===== config.mk =====
export PLATFORM = sky130hd
export DESIGN_NAME = uart_frame
export DESIGN_NICKNAME = d
export VERILOG_FILES = /design/src/rtl/uart_pkg.sv /design/src/rtl/uart_rx_sampler.sv /design/src/rtl/uart_frame.sv
export SDC_FILE = /design/constraint.sdc
export NUM_CORES = 1
export LEC_CHECK = 0
export CORE_MARGIN = 2
export CORE_UTILIZATION = 45
export DETAILED_ROUTE_END_ITERATION = 8
export PLACE_DENSITY = 0.67
export RECOVER_POWER = 100
export SYNTH_ARGS = -nofsm -noshare
export SYNTH_HDL_FRONTEND = slang
export SYNTH_SLANG_ARGS = --single-unit

===== constraint.sdc =====
create_clock -name clk -period 1.6 [get_ports clk]
set_input_delay 0.32 -clock clk [delete_from_list [all_inputs] [get_ports clk]]
set_output_delay 0.32 -clock clk [all_outputs]
set_load 0.03 [all_outputs]

===== src/rtl/uart_pkg.sv =====
// uart_pkg.sv
// Shared parity modes, FSM state types and frame helpers for uart_frame.
package uart_pkg;

    localparam int PAR_NONE = 0;
    localparam int PAR_ODD  = 1;
    localparam int PAR_EVEN = 2;

    typedef enum logic [2:0] {
        TX_IDLE,
        TX_START,
        TX_DATA,
        TX_PARITY,
        TX_STOP
    } tx_state_t;

    typedef enum logic [2:0] {
        RX_IDLE,
        RX_START,
        RX_DATA,
        RX_PARITY,
        RX_STOP,
        RX_WAIT_HIGH
    } rx_state_t;

    function automatic int frame_bits(input int data_bits, input int parity,
                                      input int stop_bits);
        return 1 + data_bits + ((parity != PAR_NONE) ? 1 : 0) + stop_bits;
    endfunction

    // Word must be zero-extended by the caller; unused upper bits stay 0.
    function automatic logic parity_of(input logic [8:0] word, input int mode);
        return (mode == PAR_ODD) ? ~(^word) : ^word;
    endfunction

endpackage


===== src/rtl/uart_rx_sampler.sv =====
// uart_rx_sampler.sv
// RX synchroniser, bit-clock counter and three-point majority sampler.
module uart_rx_sampler #(
    parameter int BIT_CLKS = 10
) (
    input  logic clk,
    input  logic rst,
    input  logic rx,
    input  logic idle,
    output logic rx_s,
    output logic strobe,
    output logic bit_val
);

    localparam int CW  = $clog2(BIT_CLKS + 1);
    localparam int MID = BIT_CLKS / 2;
    localparam logic [CW-1:0] C_LAST = CW'(BIT_CLKS - 1);
    localparam logic [CW-1:0] C_M0   = CW'(MID - 1);
    localparam logic [CW-1:0] C_M1   = CW'(MID);
    localparam logic [CW-1:0] C_M2   = CW'(MID + 1);

    logic          sync1;
    logic          sync2;
    logic [CW-1:0] cnt;
    logic          v0;
    logic          v1;

    assign rx_s = sync2;

    // While idle the counter is preloaded to 1: the cycle that sees
    // the falling edge is count 0 of the start bit.
    always_ff @(posedge clk) begin
        if (rst) begin
            sync1 <= 1'b1;
            sync2 <= 1'b1;
            cnt   <= '0;
            v0    <= 1'b1;
            v1    <= 1'b1;
        end else begin
            sync1 <= rx;
            sync2 <= sync1;
            if (idle)
                cnt <= CW'(1);
            else if (cnt == C_LAST)
                cnt <= '0;
            else
                cnt <= cnt + 1'b1;
            if (cnt == C_M0)
                v0 <= sync2;
            if (cnt == C_M1)
                v1 <= sync2;
        end
    end

    assign strobe  = !idle && (cnt == C_M2);
    assign bit_val = (v0 & v1) | (v0 & sync2) | (v1 & sync2);

endmodule


===== src/rtl/uart_frame.sv =====
// uart_frame.sv
// Parametrised UART: inline transmitter and majority-voting receiver.
module uart_frame
    import uart_pkg::*;
#(
    parameter int CLOCK_FREQ = 50_000_000,
    parameter int BAUD_RATE  = 115200,
    parameter int DATA_BITS  = 8,
    parameter int PARITY     = 0,
    parameter int STOP_BITS  = 1
) (
    input  logic                 clk,
    input  logic                 rst,
    input  logic                 rx,
    output logic                 tx,
    input  logic [DATA_BITS-1:0] tx_data,
    input  logic                 tx_valid,
    output logic                 tx_ready,
    output logic [DATA_BITS-1:0] rx_data,
    output logic                 rx_valid,
    output logic                 rx_parity_err,
    output logic                 rx_frame_err,
    output logic                 rx_break
);

    localparam int BIT_CLKS = CLOCK_FREQ / BAUD_RATE;
    localparam int CW       = $clog2(BIT_CLKS + 1);
    localparam int FRAME    = frame_bits(DATA_BITS, PARITY, STOP_BITS);
    localparam bit HAS_PAR  = (PARITY != PAR_NONE);
    localparam logic [CW-1:0] T_LAST   = CW'(BIT_CLKS - 1);
    localparam logic [3:0] IDX_TX_DATA = 4'(DATA_BITS);
    localparam logic [3:0] IDX_LAST    = 4'(FRAME - 1);
    localparam logic [3:0] IDX_RX_DATA = 4'(DATA_BITS - 1);

    if (BIT_CLKS < 8 || DATA_BITS < 5 || DATA_BITS > 9 ||
        PARITY < PAR_NONE || PARITY > PAR_EVEN ||
        STOP_BITS < 1 || STOP_BITS > 2) begin : g_cfg_err
        $error("uart_frame: illegal configuration");
    end

    tx_state_t            tx_state;
    tx_state_t            tx_state_n;
    logic [CW-1:0]        tx_cnt;
    logic [CW-1:0]        tx_cnt_n;
    logic [3:0]           tx_idx;
    logic [3:0]           tx_idx_n;
    logic [DATA_BITS-1:0] tx_shift;
    logic [DATA_BITS-1:0] tx_shift_n;
    logic                 tx_par;
    logic                 tx_par_n;
    logic                 tx_n;
    logic                 tx_bit_end;
    logic                 tx_accept;

    // tx_idx counts bits of the frame: 0 start, 1..DATA_BITS data, then
    // parity and stop bits up to FRAME-1.
    assign tx_bit_end = (tx_cnt == T_LAST);
    assign tx_ready   = (tx_state == TX_IDLE) ||
                        (tx_state == TX_STOP && tx_bit_end && tx_idx == IDX_LAST);
    assign tx_accept  = tx_valid && tx_ready;

    always_ff @(posedge clk) begin
        if (rst) begin
            tx_state <= TX_IDLE;
            tx_cnt   <= '0;
            tx_idx   <= '0;
            tx_shift <= '0;
            tx_par   <= 1'b0;
            tx       <= 1'b1;
        end else begin
            tx_state <= tx_state_n;
            tx_cnt   <= tx_cnt_n;
            tx_idx   <= tx_idx_n;
            tx_shift <= tx_shift_n;
            tx_par   <= tx_par_n;
            tx       <= tx_n;
        end
    end

    always_comb begin
        tx_state_n = tx_state;
        tx_cnt_n   = tx_bit_end ? '0 : tx_cnt + 1'b1;
        tx_idx_n   = tx_idx;
        tx_shift_n = tx_shift;
        tx_par_n   = tx_par;
        tx_n       = 1'b1;
        if (tx_bit_end) begin
            tx_idx_n = tx_idx + 1'b1;
            unique case (tx_state)
                TX_START:  tx_state_n = TX_DATA;
                TX_DATA: begin
                    tx_shift_n = tx_shift >> 1;
                    if (tx_idx == IDX_TX_DATA)
                        tx_state_n = HAS_PAR ? TX_PARITY : TX_STOP;
                end
                TX_PARITY: tx_state_n = TX_STOP;
                TX_STOP: begin
                    if (tx_idx == IDX_LAST)
                        tx_state_n = TX_IDLE;
                end
                default:   tx_state_n = TX_IDLE;
            endcase
        end
        if (tx_state == TX_IDLE)
            tx_cnt_n = '0;
        if (tx_accept) begin
            tx_state_n = TX_START;
            tx_cnt_n   = '0;
            tx_idx_n   = '0;
            tx_shift_n = tx_data;
            tx_par_n   = parity_of(9'(tx_data), PARITY);
        end
        // Line level is registered from the next state to keep the pin glitch-free.
        unique case (tx_state_n)
            TX_START:  tx_n = 1'b0;
            TX_DATA:   tx_n = tx_shift_n[0];
            TX_PARITY: tx_n = tx_par_n;
            default:   tx_n = 1'b1;
        endcase
    end

    rx_state_t            rx_state;
    rx_state_t            rx_state_n;
    logic [DATA_BITS-1:0] rx_shift;
    logic [DATA_BITS-1:0] rx_shift_n;
    logic [3:0]           rx_idx;
    logic [3:0]           rx_idx_n;
    logic                 rx_pbit;
    logic                 rx_pbit_n;
    logic [DATA_BITS-1:0] rx_data_n;
    logic                 rx_valid_n;
    logic                 perr_n;
    logic                 ferr_n;
    logic                 brk_n;
    logic                 rx_s;
    logic                 smp_strobe;
    logic                 smp_bit;

    uart_rx_sampler #(
        .BIT_CLKS(BIT_CLKS)
    ) u_sampler (
        .clk     (clk),
        .rst     (rst),
        .rx      (rx),
        .idle    (rx_state == RX_IDLE),
        .rx_s    (rx_s),
        .strobe  (smp_strobe),
        .bit_val (smp_bit)
    );

    always_ff @(posedge clk) begin
        if (rst) begin
            rx_state      <= RX_IDLE;
            rx_shift      <= '0;
            rx_idx        <= '0;
            rx_pbit       <= 1'b0;
            rx_data       <= '0;
            rx_valid      <= 1'b0;
            rx_parity_err <= 1'b0;
            rx_frame_err  <= 1'b0;
            rx_break      <= 1'b0;
        end else begin
            rx_state      <= rx_state_n;
            rx_shift      <= rx_shift_n;
            rx_idx        <= rx_idx_n;
            rx_pbit       <= rx_pbit_n;
            rx_data       <= rx_data_n;
            rx_valid      <= rx_valid_n;
            rx_parity_err <= perr_n;
            rx_frame_err  <= ferr_n;
            rx_break      <= brk_n;
        end
    end

    always_comb begin
        rx_state_n = rx_state;
        rx_shift_n = rx_shift;
        rx_idx_n   = rx_idx;
        rx_pbit_n  = rx_pbit;
        rx_data_n  = rx_data;
        rx_valid_n = 1'b0;
        perr_n     = rx_parity_err;
        ferr_n     = rx_frame_err;
        brk_n      = rx_break;
        unique case (rx_state)
            RX_IDLE: begin
                if (!rx_s)
                    rx_state_n = RX_START;
            end
            RX_START: begin
                if (smp_strobe) begin
                    rx_idx_n   = '0;
                    rx_state_n = smp_bit ? RX_IDLE : RX_DATA;
                end
            end
            RX_DATA: begin
                if (smp_strobe) begin
                    rx_shift_n = {smp_bit, rx_shift[DATA_BITS-1:1]};
                    rx_idx_n   = rx_idx + 1'b1;
                    if (rx_idx == IDX_RX_DATA)
                        rx_state_n = HAS_PAR ? RX_PARITY : RX_STOP;
                end
            end
            RX_PARITY: begin
                if (smp_strobe) begin
                    rx_pbit_n  = smp_bit;
                    rx_state_n = RX_STOP;
                end
            end
            RX_STOP: begin
                // Strobe lands on MID+1, so the registered pulse appears at MID+2.
                if (smp_strobe) begin
                    rx_valid_n = 1'b1;
                    rx_data_n  = rx_shift;
                    perr_n     = HAS_PAR &&
                                 (rx_pbit != parity_of(9'(rx_shift), PARITY));
                    ferr_n     = !smp_bit;
                    brk_n      = (rx_shift == '0) && !smp_bit &&
                                 !(HAS_PAR && rx_pbit);
                    rx_state_n = brk_n ? RX_WAIT_HIGH : RX_IDLE;
                end
            end
            RX_WAIT_HIGH: begin
                if (rx_s)
                    rx_state_n = RX_IDLE;
            end
            default: rx_state_n = RX_IDLE;
        endcase
    end

endmodule


# Word level (Yosys, flattened, before mapping)
# Cells that the tools add are included.
[totals]
input_bits = 12
register_bits = 65
output_inout_bits = 14
word_cells = 107
[op_classes]
addsub = 4
eq_ne = 27
bitwise = 6
reduce_logical = 24
mux = 26
[op_table]
columns = ["op", "count"]
rows = [
  ["$mux W3", 12],
  ["$eq A9 B8 Y1 const B", 3],
  ["$mux W8", 3],
  ["$add A9 B1 Y9 const B", 2],
  ["$eq A3 B2 Y1 const B", 6],
  ["$eq A9 B9 Y1 const B", 2],
  ["$pmux W3 S6", 1],
  ["$ne A2 B2 Y1 const B", 6],
  ["$pmux W3 S4", 1],
  ["$eq A3 B1 Y1 const B", 3],
  ["$eq A3 B3 Y1 const B", 3],
  ["$reduce_xor A9 Y1", 1],
  ["$add A4 B1 Y4 const B", 2],
  ["$eq A4 B4 Y1 const B", 2],
  ["$logic_not A8 Y1", 1],
  ["$mux W4", 2],
  ["$pmux W4 S2", 1],
  ["$reduce_and A7 Y1", 1],
  ["$logic_not A3 Y1", 2],
  ["$reduce_and A2 Y1", 3],
  ["$reduce_bool A2 Y1", 3],
  ["$logic_and A1 B1 Y1", 5],
  ["$eq A4 B3 Y1 const B", 1],
  ["$mux W1", 4],
  ["other kinds (12)", 17],
]

# Depth between registers and ports, before layout
[depth]
word_depth = 8
ltp_mapped = 8
ltp_nobuf = 6

# Cells and area by module
# From an unflattened synthesis, not the netlist that was laid out.
[hier_totals]
cells_unflattened = 352
hier_area_um2 = 3026.7
[modules_own_cells]
columns = ["mod", "area_each_um2", "instances", "seq_area_each_um2", "cells_each"]
rows = [
  ["uart_frame", 2402.3, 1, 1041.0, 284],
  ["uart_rx_sampler", 624.3, 1, 260.2, 68],
]

# Worst setup path before layout
# Ideal clock, no wire load.
[synth_timing]
path_kind = "register to output"
from = "register tx_cnt[2]"
to = "output tx_ready"
path_stages_with_launch = 5
n_path_buf = 1
path_slack_ns = -0.638
t_required_ns = 1.280
t_arrival_ns = 1.918
cell_sequence = "dfxtp_1 -> nor4b_4 -> a31oi_1 -> clkbuf_1 -> nor3_1"
[synth_via]
elab_chain_len = 4
[synth_lines]
columns = ["element", "line", "rtl"]
rows = [
  ["from (decl)", "uart_frame.sv:43", "logic [CW-1:0] tx_cnt;"],
  ["from (signal assigned)", "uart_frame.sv:72", "tx_cnt <= tx_cnt_n;"],
  ["$eq A9 B9 Y1", "uart_frame.sv:57", "assign tx_bit_end = (tx_cnt == T_LAST);"],
  ["$logic_and A1 B1 Y1 (2 in series)", "uart_frame.sv:59", "(tx_state == TX_STOP && tx_bit_end && tx_idx == IDX_LAST);"],
  ["$logic_or A1 B1 Y1", "uart_frame.sv:58", "assign tx_ready = (tx_state == TX_IDLE) ||"],
  ["to (decl)", "uart_frame.sv:18", "output logic tx_ready,"],
]
# Every way passes these cells.

# Worst setup path after layout
[layout_timing]
from = "register tx_idx[1]"
to = "output tx_ready"
[layout_via]
elab_chain_len = 3
[layout_lines]
columns = ["element", "line", "rtl"]
rows = [
  ["from (decl)", "uart_frame.sv:45", "logic [3:0] tx_idx;"],
  ["from (signal assigned)", "uart_frame.sv:73", "tx_idx <= tx_idx_n;"],
  ["$eq A4 B4 Y1", "uart_frame.sv:59", ""],
  ["$logic_and A1 B1 Y1", "uart_frame.sv:59", ""],
  ["$logic_or A1 B1 Y1", "uart_frame.sv:58", ""],
]
# Every way passes these cells.

==> metrics.txt <==
initial antenna violation count=0; clock sink total=65; clk_lat worst skew=350 ps; CP required=1280 ps; fmax=550 MHz; synthesized instance count=341; Post-synth ARST share=0%; I/O Buffers=24; RSZ-0062 raised after global routing=yes; hold crit path type=flip-flop to flip-flop; maxcap violations=0; leakage=1.90 nW; post-synthesis cell area=3110 um^2; flops & latches, synth=65; # DRC=0; critical path type=flip-flop to primary output; Final Wtd Congestion=0.804; Switch Pwr=0.000853 W; final worst-path cycle share=114%; crit path time final=1820 ps; maximum VDD drop=0.000552 V; DR iter-0 viols=89; Clock Tree Buf Depth=2; status=complete, but fails checks; total die area=7580 um^2; Area growth syn-to-layout=34.6%; routed wire length=6660 um; row count=30; CP max FO=4; root buffer cell=clkbuf_8; post-DR wirelength/cell=13.4 um; vias post-DR=2625; Logic pwr share=8.1%; total CTS buffers=9; CP Capture Type=primary output; layout cells sized above 1=26.1%; GRT Overall Usage=18.8%; Synth Flop Type=dfxtp_1; I/O pin cnt=26; Reg power frac=49.6%; Power, Total=0.00338 W; Initial Utilization=46.2%; Setup WS post-layout=-217 ps; post-route ant nets=0; largest net degree at the start of global routing=24; Syn Nets=363; Power Dens Cells=808 nW/um^2; clock tree from TritonCTS=yes; Switching Share=25.3%; final cell utilization of the core=62.2%; CTS H-Tree Depth=3; routed vias/inst=5.28; fin. max-slew vios=0; warnings from Yosys=0; Initial DRT Pass Iterations=4; P_int=0.00252 W; Seq/Total Area, Yosys=41.9%; core area=6720 um^2; crit path DAT=1500 ps; n_diodes=0; grt total ovfl=0; CTS clock-pin slew for the worst setup and hold paths=80 ps; startpoint types=flip-flop; vias in the first global route=2573; first-pass GRT wire length=11300 um; final setup vio count=5; failing checks=negative setup slack; Netlist cell types=53; dpl hpwl=4550 um; syn avg cell area=9.11 um^2; nets@finish=434; Die X-Extent=87.1 um; Final Skew=12.2 ps; Hold Violations, Final=0; clock network power share=42.3%; number of enable flip-flop cells after synthesis=0; Chip Height=87.1 um; Final TNS setup=-490 ps
cells by family (layout without fill, tap and decap cells):
group                      count (synthesis)  count (layout)  share of synthesized area (%)
and+or+nand+nor                          121             121                           20.7
DFF                                       65              65                           41.9
AOI/OAI and AO/OA                         55              55                           12.5
buffers and inverters                     36             112                           4.63
muxes                                     27              27                           8.70
xor gates and xnor gates                  25              25                           7.05
adders and majority gates                 11              11                           4.35
other                                      1               1                          0.121
power by group through the flow:
stage | clock, W | combinational [W] | sequential (W)
6_report | 0.00143 | 0.000273 | 0.00167
5_1_grt | 0.00154 | 0.000305 | 0.00168
4_1_cts | 0.00146 | 0.000270 | 0.00167
3_5_place_dp | 0 | 0.000267 | 0.00171
3_3_place_gp | 0 | 0.000266 | 0.00171
2_1_floorplan | 0 | 0.000161 | 0.00171
synthesized netlist by cell type, drive strengths merged (3+ instances only):
master / count / area [um^2]
a211oi: 3 / 22.5
a21oi: 12 / 60.1
and3: 4 / 25.0
and3b: 3 / 26.3
buf: 5 / 27.5
clkbuf: 16 / 60.1
dfxtp: 65 / 1300
ha: 10 / 125
inv: 14 / 52.6
mux2i: 27 / 270
nand2: 13 / 56.3
nand3: 15 / 75.1
nand4: 10 / 68.8
nor2: 46 / 173
nor3: 11 / 55.1
nor3b: 3 / 22.5
o211a: 3 / 30.0
o211ai: 4 / 30.0
o21a: 3 / 22.5
o21ai: 5 / 25.0
o31ai: 7 / 52.6
or2: 3 / 18.8
or4: 3 / 22.5
xnor2: 13 / 114
xor2: 12 / 105
timing repair:
item | in CTS | in global routing
gates cloned | 0 | 2
pin swaps | 5 | 12
gates resized for setup | 26 | 26
buffers inserted | 3 | 5
endpoints found under the setup margin | 24 | 55
hold buffers | 0 | 0
per-layer routing:
layer | part of all wire, % | global-route usage (%) | wire length [um] | vias to the layer above
met5 | 0 | 0 | 0 | -
met4 | 1.4 | 6.01 | 95 | 0
met3 | 4.8 | 5.31 | 317 | 12
met2 | 48 | 30.4 | 3200 | 54
met1 | 46 | 24.3 | 3050 | 1210
li1 | - | - | - | 1349
placed cells by master, fill, tap and decap left out, types with 5 or more instances in the layout:
| cell | count |
|---|---|
| nand2_1 | 12 |
| dfxtp_1 | 56 |
| o31ai_1 | 7 |
| clkdlybuf4s50_1 | 10 |
| nand4_1 | 9 |
| ha_1 | 7 |
| clkbuf_8 | 9 |
| dlygate4sd2_1 | 12 |
| xor2_1 | 12 |
| buf_4 | 46 |
| o21ai_0 | 5 |
| a21oi_1 | 12 |
| nor2_1 | 46 |
| buf_6 | 6 |
| nand3_1 | 14 |
| inv_1 | 12 |
| xnor2_1 | 13 |
| dfxtp_2 | 8 |
| nor3_1 | 9 |
| mux2i_1 | 25 |
worst paths after layout:
check	slack [ps]	start	cells after the start	end
worst min register to register	420	u_sampler.sync1	1	u_sampler.rx_s
worst max-delay path	-220	tx_idx[1]	6	tx_ready
worst min-delay path	420	u_sampler.sync1	1	u_sampler.rx_s
worst max register to register	-200	tx_idx[1]	7	tx
through the flow:
step                cell area, um^2  instances  setup WS (ps)  hold slack (ps)
floorplan                      3160        341           -207              389
global placement               3780        471           -118              413
detailed placement             3780        471           -161              415
CTS                            4050        490           -240              431
global route                   4180        497           -293              435
finish                         4180        497           -217              422
area by class of cell:
type	count	area, um^2
fill	571	2540
multi-input combinational	240	1790
sequential	65	1320
timing repair buffer	81	719
clock buffer	9	124
tap	80	100
clock inverter	7	78.8
inverter	15	56.3
worst max-delay path: stages (launching register included):
cell	delay [ps]
dfxtp_2	330
inv_2	50
ha_4	150
and3b_2	220
a31oi_4	200
nor3_4	50
buf_6	150
sequential cells by signal (all words and copies together) (netlist names):
| signal | count |
|---|---|
| u_sampler.sync1 | 1 |
| rx_shift | 8 |
| tx_state | 3 |
| tx_shift | 8 |
| tx_par | 1 |
| rx_state | 3 |
| u_sampler.cnt | 9 |
| tx_cnt | 9 |
| rx_break | 1 |
| rx_frame_err | 1 |
| tx_idx | 4 |
| u_sampler.v1 | 1 |
| u_sampler.rx_s | 1 |
| rx_data | 8 |
| rx_valid | 1 |
| rx_idx | 4 |
| u_sampler.v0 | 1 |
| tx | 1 |
Note: power is estimated with default switching activity, not from simulation.
